[config.mk]
export PLATFORM = sky130hd
export DESIGN_NAME = pc_redirect_ctrl
export DESIGN_NICKNAME = d
export VERILOG_FILES = /design/src/rtl/pc_redirect_pkg.sv /design/src/rtl/redirect_prio_sel.sv /design/src/rtl/pc_redirect_ctrl.sv
export SDC_FILE = /design/constraint.sdc
export NUM_CORES = 1
export LEC_CHECK = 0
export CORE_MARGIN = 1.5
export CORE_UTILIZATION = 40
export DETAILED_ROUTE_END_ITERATION = 10
export PLACE_DENSITY = 0.74
export RECOVER_POWER = 25
export SYNTH_ARGS = -nofsm -noshare
export SYNTH_HDL_FRONTEND = slang
export SYNTH_SLANG_ARGS = --single-unit
[constraint.sdc]
create_clock -name clk -period 2.55 [get_ports clk]
set_input_delay 0.3825 -clock clk [delete_from_list [all_inputs] [get_ports clk]]
set_output_delay 0.3825 -clock clk [all_outputs]
set_load 0.01 [all_outputs]
[src/rtl/pc_redirect_pkg.sv]
// Shared types and defaults for the fetch-PC redirect controller.
// Redirect sources are indexed 0..3 in priority order (exc, eret, jr, mispred).
package pc_redirect_pkg;

  localparam logic [31:0] RESET_PC_DEF   = 32'hbfc0_0000;
  localparam logic [31:0] EXC_VECTOR_DEF = 32'hbfc0_0380;
  localparam int          NUM_SRC        = 4;

  typedef enum logic [2:0] {
    CAUSE_NONE    = 3'd0,
    CAUSE_EXC     = 3'd1,
    CAUSE_ERET    = 3'd2,
    CAUSE_JR      = 3'd3,
    CAUSE_MISPRED = 3'd4
  } cause_e;

  typedef enum logic [1:0] {
    ST_RUN   = 2'd0,
    ST_HOLD  = 2'd1,
    ST_FLUSH = 2'd2
  } state_e;

  typedef struct packed {
    logic        valid;
    cause_e      cause;
    logic [31:0] target;
  } redir_t;

  // Source index i carries cause i+1, so a lower cause code is a higher priority.
  function automatic cause_e cause_of(input int idx);
    return cause_e'(3'(idx + 1));
  endfunction

endpackage

[src/rtl/redirect_prio_sel.sv]
// Combinational priority encoder over the redirect sources; index 0 wins.
module redirect_prio_sel
  import pc_redirect_pkg::*;
(
  input  logic [NUM_SRC-1:0]       req,
  input  logic [NUM_SRC-1:0][31:0] target,
  output redir_t                   sel
);

  always_comb begin
    sel.valid  = 1'b0;
    sel.cause  = CAUSE_NONE;
    sel.target = '0;
    // Walk from lowest to highest priority so the last hit wins.
    for (int i = NUM_SRC - 1; i >= 0; i--) begin
      if (req[i]) begin
        sel.valid  = 1'b1;
        sel.cause  = cause_of(i);
        sel.target = target[i];
      end
    end
  end

endmodule

[src/rtl/pc_redirect_ctrl.sv]
// Fetch-PC redirect sequencer: priority select, stall hold, IF/ID flush timer.
// Define REDIRECT_STATS_EN to add saturating per-cause redirect counters.
module pc_redirect_ctrl
  import pc_redirect_pkg::*;
#(
  parameter logic [31:0] RESET_PC     = RESET_PC_DEF,
  parameter logic [31:0] EXC_VECTOR   = EXC_VECTOR_DEF,
  parameter int unsigned FLUSH_CYCLES = 2
) (
  input  logic        clk,
  input  logic        rst,
  input  logic        stall,
  input  logic        exc_req,
  input  logic        eret_req,
  input  logic [31:0] epc,
  input  logic        jr_req,
  input  logic [31:0] jr_target,
  input  logic        mispred_req,
  input  logic        mispred_br,
  input  logic [31:0] br_target,
  input  logic [31:0] pc_id,
  input  logic        pre_take,
  input  logic [31:0] pre_target,
  input  logic [31:0] pc_if,
  output logic [31:0] npc,
  output logic        redirect_valid,
  output logic [2:0]  redirect_cause,
  output logic        flush_if_id
`ifdef REDIRECT_STATS_EN
  ,
  output logic [31:0] stat_exc,
  output logic [31:0] stat_jr,
  output logic [31:0] stat_mispred
`endif
);

  state_e      state, state_nxt;
  cause_e      pend_cause, pend_cause_nxt;
  logic [31:0] pend_target, pend_target_nxt;
  logic [2:0]  cnt, cnt_nxt;
  logic        issue;
  cause_e      issue_cause;

  logic [NUM_SRC-1:0]       live_req, hold_req;
  logic [NUM_SRC-1:0][31:0] live_tgt, hold_tgt;
  redir_t                   live_sel, hold_sel;

  assign live_req = {mispred_req, jr_req, eret_req, exc_req};
  assign live_tgt[0] = EXC_VECTOR;
  assign live_tgt[1] = epc;
  assign live_tgt[2] = jr_target;
  assign live_tgt[3] = mispred_br ? br_target : pc_id + 32'd4;

  // In HOLD the pending redirect joins the live sources in its own slot;
  // on a same-slot tie the earlier (pending) target is kept.
  always_comb begin
    for (int i = 0; i < NUM_SRC; i++) begin
      if (state == ST_HOLD && pend_cause == cause_of(i)) begin
        hold_req[i] = 1'b1;
        hold_tgt[i] = pend_target;
      end else begin
        hold_req[i] = live_req[i];
        hold_tgt[i] = live_tgt[i];
      end
    end
  end

  redirect_prio_sel u_live_sel (.req(live_req), .target(live_tgt), .sel(live_sel));
  redirect_prio_sel u_hold_sel (.req(hold_req), .target(hold_tgt), .sel(hold_sel));

  always_comb begin
    state_nxt       = state;
    pend_cause_nxt  = pend_cause;
    pend_target_nxt = pend_target;
    cnt_nxt         = cnt;
    issue           = 1'b0;
    issue_cause     = CAUSE_NONE;
    npc             = stall ? pc_if : (pre_take ? pre_target : pc_if + 32'd4);
    redirect_valid  = 1'b0;
    redirect_cause  = CAUSE_NONE;
    flush_if_id     = (state == ST_FLUSH);

    case (state)
      ST_RUN, ST_FLUSH: begin
        if (live_sel.valid) begin
          if (!stall) begin
            issue       = 1'b1;
            issue_cause = live_sel.cause;
            npc         = live_sel.target;
          end else begin
            pend_cause_nxt  = live_sel.cause;
            pend_target_nxt = live_sel.target;
            npc             = pc_if;
            state_nxt       = ST_HOLD;
          end
        end else if (state == ST_FLUSH && !stall) begin
          cnt_nxt = cnt - 3'd1;
          if (cnt == 3'd1) state_nxt = ST_RUN;
        end
      end
      ST_HOLD: begin
        npc = pc_if;
        if (stall) begin
          pend_cause_nxt  = hold_sel.cause;
          pend_target_nxt = hold_sel.target;
        end else begin
          issue       = 1'b1;
          issue_cause = hold_sel.cause;
          npc         = hold_sel.target;
        end
      end
      default: state_nxt = ST_RUN;
    endcase

    if (issue) begin
      redirect_valid  = 1'b1;
      redirect_cause  = issue_cause;
      flush_if_id     = 1'b1;
      state_nxt       = ST_FLUSH;
      cnt_nxt         = 3'(FLUSH_CYCLES);
      pend_cause_nxt  = CAUSE_NONE;
      pend_target_nxt = '0;
    end

    if (rst) begin
      npc            = RESET_PC;
      redirect_valid = 1'b0;
      redirect_cause = CAUSE_NONE;
      flush_if_id    = 1'b0;
    end
  end

  always_ff @(posedge clk) begin
    if (rst) begin
      state       <= ST_RUN;
      pend_cause  <= CAUSE_NONE;
      pend_target <= '0;
      cnt         <= '0;
    end else begin
      state       <= state_nxt;
      pend_cause  <= pend_cause_nxt;
      pend_target <= pend_target_nxt;
      cnt         <= cnt_nxt;
    end
  end

`ifdef REDIRECT_STATS_EN
  always_ff @(posedge clk) begin
    if (rst) begin
      stat_exc     <= '0;
      stat_jr      <= '0;
      stat_mispred <= '0;
    end else if (issue) begin
      case (issue_cause)
        CAUSE_EXC:     if (stat_exc != '1)     stat_exc     <= stat_exc + 32'd1;
        CAUSE_JR:      if (stat_jr != '1)      stat_jr      <= stat_jr + 32'd1;
        CAUSE_MISPRED: if (stat_mispred != '1) stat_mispred <= stat_mispred + 32'd1;
        default: ;
      endcase
    end
  end
`endif

endmodule

# Word-level counts from Yosys, hierarchy flattened
# Index checks and enable logic that the tools add are counted.
[classes] magnitude_cmp=0 addsub=3 muxes=55 shift=0 eq_ne=18 n_bitwise=2 n_reduce_logical=17 div=0 n_mul=0
[op_table] operator="two-way mux 32 bit" count=14
[op_table] operator="two-way mux 36 bit" count=4
[op_table] operator="two-way mux 35 bit" count=4
[op_table] operator="case mux 32 bit (2 select lines)" count=2
[op_table] operator="adder 32 x 3 -> 32 bit, second input constant" count=2
[op_table] operator="two-way mux 3 bit" count=8
[op_table] operator="two-way mux 2 bit" count=9
[op_table] operator="inequality test 4 bit, second input constant" count=3
[op_table] operator="case mux 3 bit (2 select lines)" count=2
[op_table] operator="AND reduction 4 bit" count=3
[op_table] operator="two-way mux 1 bit" count=10
[op_table] operator="inequality test 2 bit, second input constant" count=5
[op_table] operator="inequality test 3 bit, second input constant" count=3
[op_table] operator="== test 3 x 1 -> 1 bit, second input constant" count=2
[op_table] operator="== test 3 x 2 -> 1 bit, second input constant" count=2
[op_table] operator="AND reduction 3 bit" count=2
[op_table] operator="nonzero test 2 bit" count=3
[op_table] operator="logical AND 1 bit" count=5
[op_table] operator="case mux 2 bit (2 select lines)" count=1
[op_table] operator="OR reduction 2 bit" count=2
[op_table] operator="== test 3 bit, second input constant" count=1
[op_table] operator="subtractor 3 x 1 -> 3 bit, second input constant" count=1
[op_table] operator="== test 2 x 1 -> 1 bit, second input constant" count=1
[op_table] operator="== test 2 bit, second input constant" count=1
[op_table] operator="4 further kinds" count=5
[word_totals] latch_bits=0 output_inout_bits=37 mem_count=0 wordCells=101 mem_bits_rw=0 mem_bits_ro=0 reg_bits=40 inputBits=201

# Logic depth before layout (Yosys ltp)
# Gate-level depths: netlist (run 1).
[depth] depth_word=11 ltp_mapped=11 ltp_nobuf=9

# Modules after synthesis
# A second synthesis (run 1) with hierarchy kept.
[unflattened] cells_unflattened=1290 area_unflattened_um2=8824.7
[modules_own_cells] mod="pc_redirect_ctrl" n_inst=1 cells_each=902 seq_area_each_um2=800.8 area_per_inst_um2=6094.6
[modules_own_cells] mod="redirect_prio_sel" n_inst=2 cells_each=194 seq_area_each_um2=0.0 area_per_inst_um2=1365.1

# Least setup slack after synthesis (run 1)
# Ideal clock, no wire load.
[synth_path] kind="input-to-output" startpoint="input port pc_id[2]" endpoint="output port npc[14]" arrival_time_ns=2.335 path_buffers=0 path_slack_ns=-0.168 required_ns=2.168 path_stages=8 cell_sequence="ha_1 -> nand3_1 -> nor3_1 -> xnor2_1 -> o211ai_1 -> o311ai_0 -> a211oi_1 -> a2111oi_0"
[synth_via] elab_chain_len=10 elab_cells_between_ends=16 cone_classes="add/sub (1); mux (15)"
[synth_rtl] element="start, declared" line_no="pc_redirect_ctrl.sv:21" text="input logic [31:0] pc_id,"
[synth_rtl] element="adder 32 x 3 -> 32 bit (*)" line_no="pc_redirect_ctrl.sv:52" text="assign live_tgt[3] = mispred_br ? br_target : pc_id + 32'd4;"
[synth_rtl] element="two-way mux 32 bit (*)" line_no="pc_redirect_ctrl.sv:52"
[synth_rtl] element="two-way mux 32 bit / two-way mux 36 bit (equally long branches)" line_no="pc_redirect_ctrl.sv:58, redirect_prio_sel.sv:16"
[synth_rtl] element="two-way mux 35 bit / two-way mux 36 bit (equally long branches) (3 in series)" line_no="redirect_prio_sel.sv:16" text="if (req[i]) begin"
[synth_rtl] element="two-way mux 35 bit / two-way mux 32 bit (equally long branches)" line_no="redirect_prio_sel.sv:16, pc_redirect_ctrl.sv:86"
[synth_rtl] element="two-way mux 32 bit (on tied branches)" line_no="pc_redirect_ctrl.sv:103, pc_redirect_ctrl.sv:85"
[synth_rtl] element="case mux 32 bit (2 select lines) (*)" line_no="pc_redirect_ctrl.sv:83" text="case (state)"
[synth_rtl] element="two-way mux 32 bit (*)" line_no="pc_redirect_ctrl.sv:125" text="if (rst) begin"
[synth_rtl] element="end, declared" line_no="pc_redirect_ctrl.sv:25" text="output logic [31:0] npc,"
# Mark *: on every way between the ends. The rest lies on a longest branch, timed or not.

# Worst setup path after layout (run 1)
[layout_path] startpoint="register pend_cause[0]" endpoint="output port npc[10]"
[layout_via] elab_chain_len=10 elab_cells_between_ends=23 cone_classes="eq/ne (4); mux (15); reduce/logical (4)"
[layout_rtl] element="start, declared" line_no="pc_redirect_ctrl.sv:38" text="cause_e pend_cause, pend_cause_nxt;"
[layout_rtl] element="start signal, assigned" line_no="pc_redirect_ctrl.sv:141" text="pend_cause <= pend_cause_nxt;"
[layout_rtl] element="== test 3 bit" line_no="pc_redirect_ctrl.sv:58" text="if (state == ST_HOLD && pend_cause == cause_of(i)) begin"
[layout_rtl] element="logical AND 1 bit" line_no="pc_redirect_ctrl.sv:58"
[layout_rtl] element="two-way mux 32 bit / two-way mux 1 bit (equally long branches)" line_no="pc_redirect_ctrl.sv:58"
[layout_rtl] element="two-way mux 35 bit (3 in series)" line_no="redirect_prio_sel.sv:16"
[layout_rtl] element="two-way mux 35 bit (*)" line_no="redirect_prio_sel.sv:16"
[layout_rtl] element="two-way mux 32 bit (*)" line_no="pc_redirect_ctrl.sv:103" text="if (stall) begin"
[layout_rtl] element="case mux 32 bit (2 select lines) (*)" line_no="pc_redirect_ctrl.sv:83"
[layout_rtl] element="two-way mux 32 bit (*)" line_no="pc_redirect_ctrl.sv:125"
# Marks and branches as above.

==> reports/metrics.cfg, run 1 <==
[floorplan]
die_w_um = 137
initial_utilization = 0.411
dieArea_sq_um = 18700
io_pins = 238
core_sq_um = 17400
fp.dieH_um = 137
rows = 48

[logic_synthesis]
ys_ff_latch = 40
avgSynthCellArea_sq_um = 6.49
ys.flop_type = dfxtp_1
syn_area_sq_um = 7140
yosysUniqueCellTypes = 86
async_reset_ff_frac = 0
synthCells = 1101
ys_warn_count = 0
synth-edff-count = 0
synth_fp_nets = 1306
seq_area_frac_synth = 0.112

[global_route]
grt_usage = 0.436
grt_pass1_wl_um = 62900
grt_max_degree = 33
antenna_found_initial = 0
grt_pass1_vias = 11487
grt_overflow = 0

[sta]
setup_slack_ns = -0.588
slew_headroom = 0.610
rsz0062_at_grt = true
fmax_ghz = 0.319
finClkSkew_ns = 0.00684
period_share = 1.23
finalMaxSlewViolations = 0
worst_slew_pin_slew_ns = 0.581
hold_viol_final = 0
layout_min_cycle_time_ns = 3.14
finalSetupViolations = 35

[cts]
htreeDepth = 2
cts_tree = built
cts-root-buf = clkbuf_16
clk_pin_slew_ns = 0.07
worst_skew_pair.late_latency_ns = 0.30
cts_buffer_depth = 2
cts_hold_buf = 0
clock-sinks = 40
cts_buffers = 5

[route]
wl_um = 44200
drt_pass1_iterations = 11
drc = 2
dr.first_iter.drc_count = 1646
antenna_left = 0
drt-wirelength-per-cell_um = 23.1
vias = 12398
vias_per_cell = 6.49

[finish]
final_area_sq_um = 14300
syn_to_final_growth_pct = 100
drive_gt1_frac = 0.451
antennaDiodeCount = 0
fin_nets = 1888

[worst_setup_path]
rrSetupSlack_ns = 0.10
r2r-start = pend_cause[0]
crit_path_start = pend_cause[0]
cp.arrival_ns = 2.76
r2r_cells = 12
cp_max_fo = 5
critPathTopFamily = simple AND/OR/NAND/NOR gates
start_kind = flip-flop
crit_chain = nor3b_4 > buf_6 > nand3b_1 > nand2_8 > buf_6 > a221o_1 > a21oi_4 > nor4_4 > buf_4 > a21oi_2 > a31oi_1 > buf_2
cpMaxStageDelayCell = dfxtp_1
required_ns = 2.17
r2r_end = pend_target[21]
crit_type = reg -> out
cpMostUsedCell = buf_6
crit_path_end_kind = primary output
max_stage_delay_ns = 0.37
path_buf_inv = 4

[outcome]
violations = DRC, setup timing
run_status = finished with violations

[power]
power_density_nw_per_um2 = 270
ir_drop_uv = 317
total_power_mw = 3.86
leakage_nw = 5.88

[hold_path]
min_to = cnt[1]
hp-start = cnt[1]
hold_depth = 2
hold_path.class = reg -> reg

[placed_design]
dp_slack_ns = -1.31
hpwl_um = 31500
placedInstanceArea_sq_um = 12100
portBuffers = 237
place.gp.congestion = 1.02

[job]
cap_viol_max_count = 0

stage by stage:
| stage | cells | TNS [ns] | hold slack (ns) | util |
|---|---|---|---|---|
| finish | 1909 | -14.58 | 0.512 | 0.824 |
| global route | 1909 | -16.22 | 0.534 | 0.824 |
| CTS | 1888 | -11.14 | 0.512 | 0.790 |
| detailed placement | 1824 | -42.41 | 0.502 | 0.697 |
| global placement | 1824 | -39.57 | 0.493 | 0.697 |
| floorplan | 1101 | -0.0249 | 0.472 | - |
flip-flops by register name, summed over array words and instances, names as in the netlist:
signal and cells:
pend_cause 3, cnt 3, pend_target 32, state 2
per-layer routing:
metal / GRT usage / up-vias / wire (um)
li1: - / 5367 / -
met1: 0.562 / 5664 / 16900
met2: 0.703 / 1090 / 19200
met3: 0.0885 / 277 / 5370
met4: 0.186 / 0 / 2700
met5: 0 / - / 0
tightest hold or removal path: stages (launching register included):
cell and delay (ns):
dfxtp_1 0.30, inv_1 0.08, a221oi_1 0.08
kinds of logic (layout without fill, tap and decap cells):
family / after synthesis / in the layout / synth area share
and+or+nand+nor: 425 / 426 / 0.304
xor gates and xnor gates: 43 / 43 / 0.0527
muxes: 16 / 16 / 0.0235
DFF: 40 / 40 / 0.112
AOI/OAI and AO/OA: 458 / 458 / 0.428
buffers and inverters: 115 / 697 / 0.0727
adders and majority gates: 4 / 4 / 0.00701
cell type report:
cell class              instances  area, sq um
well taps                     225          282
flip-flops and latches         40          808
clock inverters                 3         46.3
fillers                      1114         3050
multi-input cells             947         7210
inverters                      24         90.1
repair buffers                665         5740
clock buffers                   5          125
Yosys cell counts, types with 7 or more instances:
master,number,area [sq um]
nand2_1,125,469
a21oi_1,111,556
o21ai_0,110,551
nor2_1,103,387
clkbuf_1,57,214
nand3_1,47,235
dfxtp_1,40,801
nand2b_1,36,225
a31oi_1,28,175
o211ai_1,27,203
xnor2_1,24,210
inv_1,23,86.3
a221oi_1,20,175
nor3_1,19,95.1
o221ai_1,19,166
xor2_1,19,166
buf_2,17,85.1
nor4_1,15,93.8
a211oi_1,14,105
o221a_2,11,124
and3_1,10,62.6
mux2i_1,10,100
nand4_1,10,62.6
and2_1,8,50.1
o22ai_1,8,50.1
a221o_1,7,70.1
a22oi_1,7,52.6
a32oi_1,7,61.3
buf_1,7,26.3
buf_6,7,78.8
where the power goes:
part | switching, mW | total [mW] | leakage, nW | internal (mW)
Combinational | 1.19 | 2.33 | 5.47 | 1.14
Clock | 0.329 | 0.797 | 0.0804 | 0.467
Sequential | 0.0664 | 0.734 | 0.329 | 0.668
placed cells by master (no fill, tap or decap), types with 9 or more instances in the layout:
cell type,count
nand3_2,12
a31oi_1,23
buf_6,84
buf_2,46
xor2_1,17
buf_4,345
o221ai_2,14
a21oi_2,18
a221oi_2,13
nand4_1,10
xnor2_1,23
o21ai_1,22
o21ai_0,80
dfxtp_1,36
nand3_1,31
o21ai_2,11
clkdlybuf4s50_1,152
nor2_1,88
a21oi_1,88
o211ai_1,27
inv_1,20
a211oi_2,9
nand2_1,111
o221a_2,11
nand2b_1,33
mux2i_1,10
buf_8,9
nor3_1,13
timing repair:
item                                   CTS  global route
pin swaps                              153            95
setup buffers                           59            29
cloned                                   2             0
setup endpoints to repair               46            37
resized for setup                      576           115
endpoints found under the hold margin    0             0
how the worst max path moves through the flow:
stage / to / slack (ns) / cells past startpoint
final: npc[10] / -0.59 / 12
after global routing: npc[10] / -0.64 / 12
after CTS: npc[15] / -0.45 / 12
after detailed placement: npc[31] / -1.31 / 12
after global placement: npc[28] / -1.20 / 12
after floorplan: npc[25] / -0.02 / 9
(Power assumes the default switching activity.)
==> inputs of run 2 (changes only) <==
TNS_END_PERCENT = 5   (was default)
==> run 2 against run 1 <==
  * The flow finishes with violations (setup timing)
  * Highest routed layer unchanged
  * Register-to-register slack worse by 0.04 ns
  * Clock skew rose by 0.0030 ns
  * Power decreased by 9.7%
  * Via count shrank 4.7%
  * Combinational power is 9.0% lower
  * Global-route usage down 0.33 points
==> reports/metrics.cfg, run 2 (synthesis gave the netlist of run 1 again) <==
[outcome]
run_status = finished with violations
violations = setup timing

[route]
drc = 0
vias_per_cell = 6.36
dr.first_iter.drc_count = 1353
drt-wirelength-per-cell_um = 22.5
antenna_left = 0
wl_um = 41800
drt_pass1_iterations = 6
vias = 11818

[global_route]
grt_pass1_wl_um = 61800
grt_pass1_vias = 11118
grt_usage = 0.433
grt_max_degree = 34
grt_overflow = 0
antenna_found_initial = 0

[power]
ir_drop_uv = 234
power_density_nw_per_um2 = 267
total_power_mw = 3.49
leakage_nw = 5.38

[finish]
final_common_cell = buf_4
drive_gt1_frac = 0.380
regMostFlops = pend_target
fin_nets = 1837
final_cell_mix = buf_4, clkdlybuf4s50_1, nand2_1, nor2_1, o21ai_0
largest_reg_flops = 32
instances_no_fill = 1857
final_area_sq_um = 13000
syn_to_final_growth_pct = 82.7
antennaDiodeCount = 0
fill_cells = 1374
fin_util = 0.752
reg.largest.list = pend_target (32), cnt (3), pend_cause (3)

[sta]
setup_slack_ns = -0.461
finalSetupViolations = 34
finalMaxSlewViolations = 0
worst_slew_pin_slew_ns = 0.680
fmax_ghz = 0.332
hold_viol_final = 0
layout_min_cycle_time_ns = 3.01
finClkSkew_ns = 0.00981
rsz0062_at_grt = true
slew_headroom = 0.541
period_share = 1.18

[worst_setup_path]
crit_type = in -> out
cpMaxStageDelayCell = o31a_1
path_buf_inv = 4
max_stage_delay_ns = 0.28
start_kind = primary input
cp.arrival_ns = 2.63
required_ns = 2.17
crit_path_end_kind = primary output
cp_max_fo = 4
crit_chain = clkdlybuf4s15_2 > and3_4 > nand3_2 > buf_4 > o31a_1 > o31ai_1 > buf_4 > o211ai_1 > nand3_1 > o211a_1 > a21oi_2 > clkdlybuf4s15_2
critPathTopFamily = compound AO/OA/AOI/OAI gates
rrSetupSlack_ns = 0.06

[cts]
cts_buffer_depth = 2
cts_tree = built
cts_buffers = 5
clk_pin_slew_ns = 0.06
htreeDepth = 2
cts-root-buf = clkbuf_16
worst_skew_pair.late_latency_ns = 0.30
clock-sinks = 40

[placed_design]
portBuffers = 237
placedInstanceArea_sq_um = 12100
hpwl_um = 32300
dp.cells = 1823
place.gp.congestion = 1.00

[hold_path]
hold_path.class = reg -> reg

[floorplan]
initial_utilization = 0.411
rows = 48
io_pins = 238
dieArea_sq_um = 18700
die_w_um = 137
fp.dieH_um = 137
core_sq_um = 17400

[job]
cap_viol_max_count = 0

==> run 2: routing by layer <==
metal	vias to the layer above	routed length [um]	track usage
met5	-	0	0
li1	5250	-	-
met1	5487	16800	0.574
met4	0	1740	0.165
met3	149	4770	0.0748
met2	932	18500	0.696
==> run 2: power breakdown <==
group / switching (mW) / total (mW) / internal [mW]
Clock: 0.284 / 0.642 / 0.357
Sequential: 0.0590 / 0.728 / 0.668
Combinational: 1.08 / 2.12 / 1.04
Total: 1.43 / 3.49 / 2.06
==> run 2: through the flow <==
stage / setup slack, ns / setup TNS (ns) / hold WS, ns
floorplan: -0.0462 / -0.137 / 0.472
global placement: -1.23 / -40.22 / 0.491
detailed placement: -1.29 / -43.31 / 0.509
CTS: -0.420 / -11.19 / 0.512
global route: -0.525 / -14.66 / 0.522
finish: -0.461 / -12.31 / 0.515
==> run 2: final timing paths <==
check	endpoint	startpoint	depth (start not counted)
worst min-delay path	pend_cause[1]	pend_cause[1]	2
worst min register to register	pend_cause[1]	pend_cause[1]	2
worst max-delay path	npc[21]	pc_id[4]	12
worst max register to register	pend_target[6]	state[1]	10
==> run 2: layout make-up <==
| type | instances | area, sq um | area share |
|---|---|---|---|
| sequential | 40 | 812 | 0.0622 |
| multi-input combinational | 946 | 6600 | 0.506 |
| clock buffer | 6 | 129 | 0.00988 |
| inverter | 24 | 90.1 | 0.00691 |
| tap | 225 | 282 | 0.0216 |
| timing repair buffer | 615 | 5130 | 0.393 |
| clock inverter | 1 | 5.00 | 0.000384 |
==> run 2: repair_timing <==
item	CTS	global route
buffers inserted	26	1
hold buffers	0	0
pin swaps	104	37
endpoints found under the setup margin	45	36
gates resized for setup	414	45
cloned	1	0
==> run 2: worst min-delay path: stages (launching register included) <==
cell and delay, ns:
dfxtp_2 0.36, nand2_1 0.06, a21oi_1 0.06
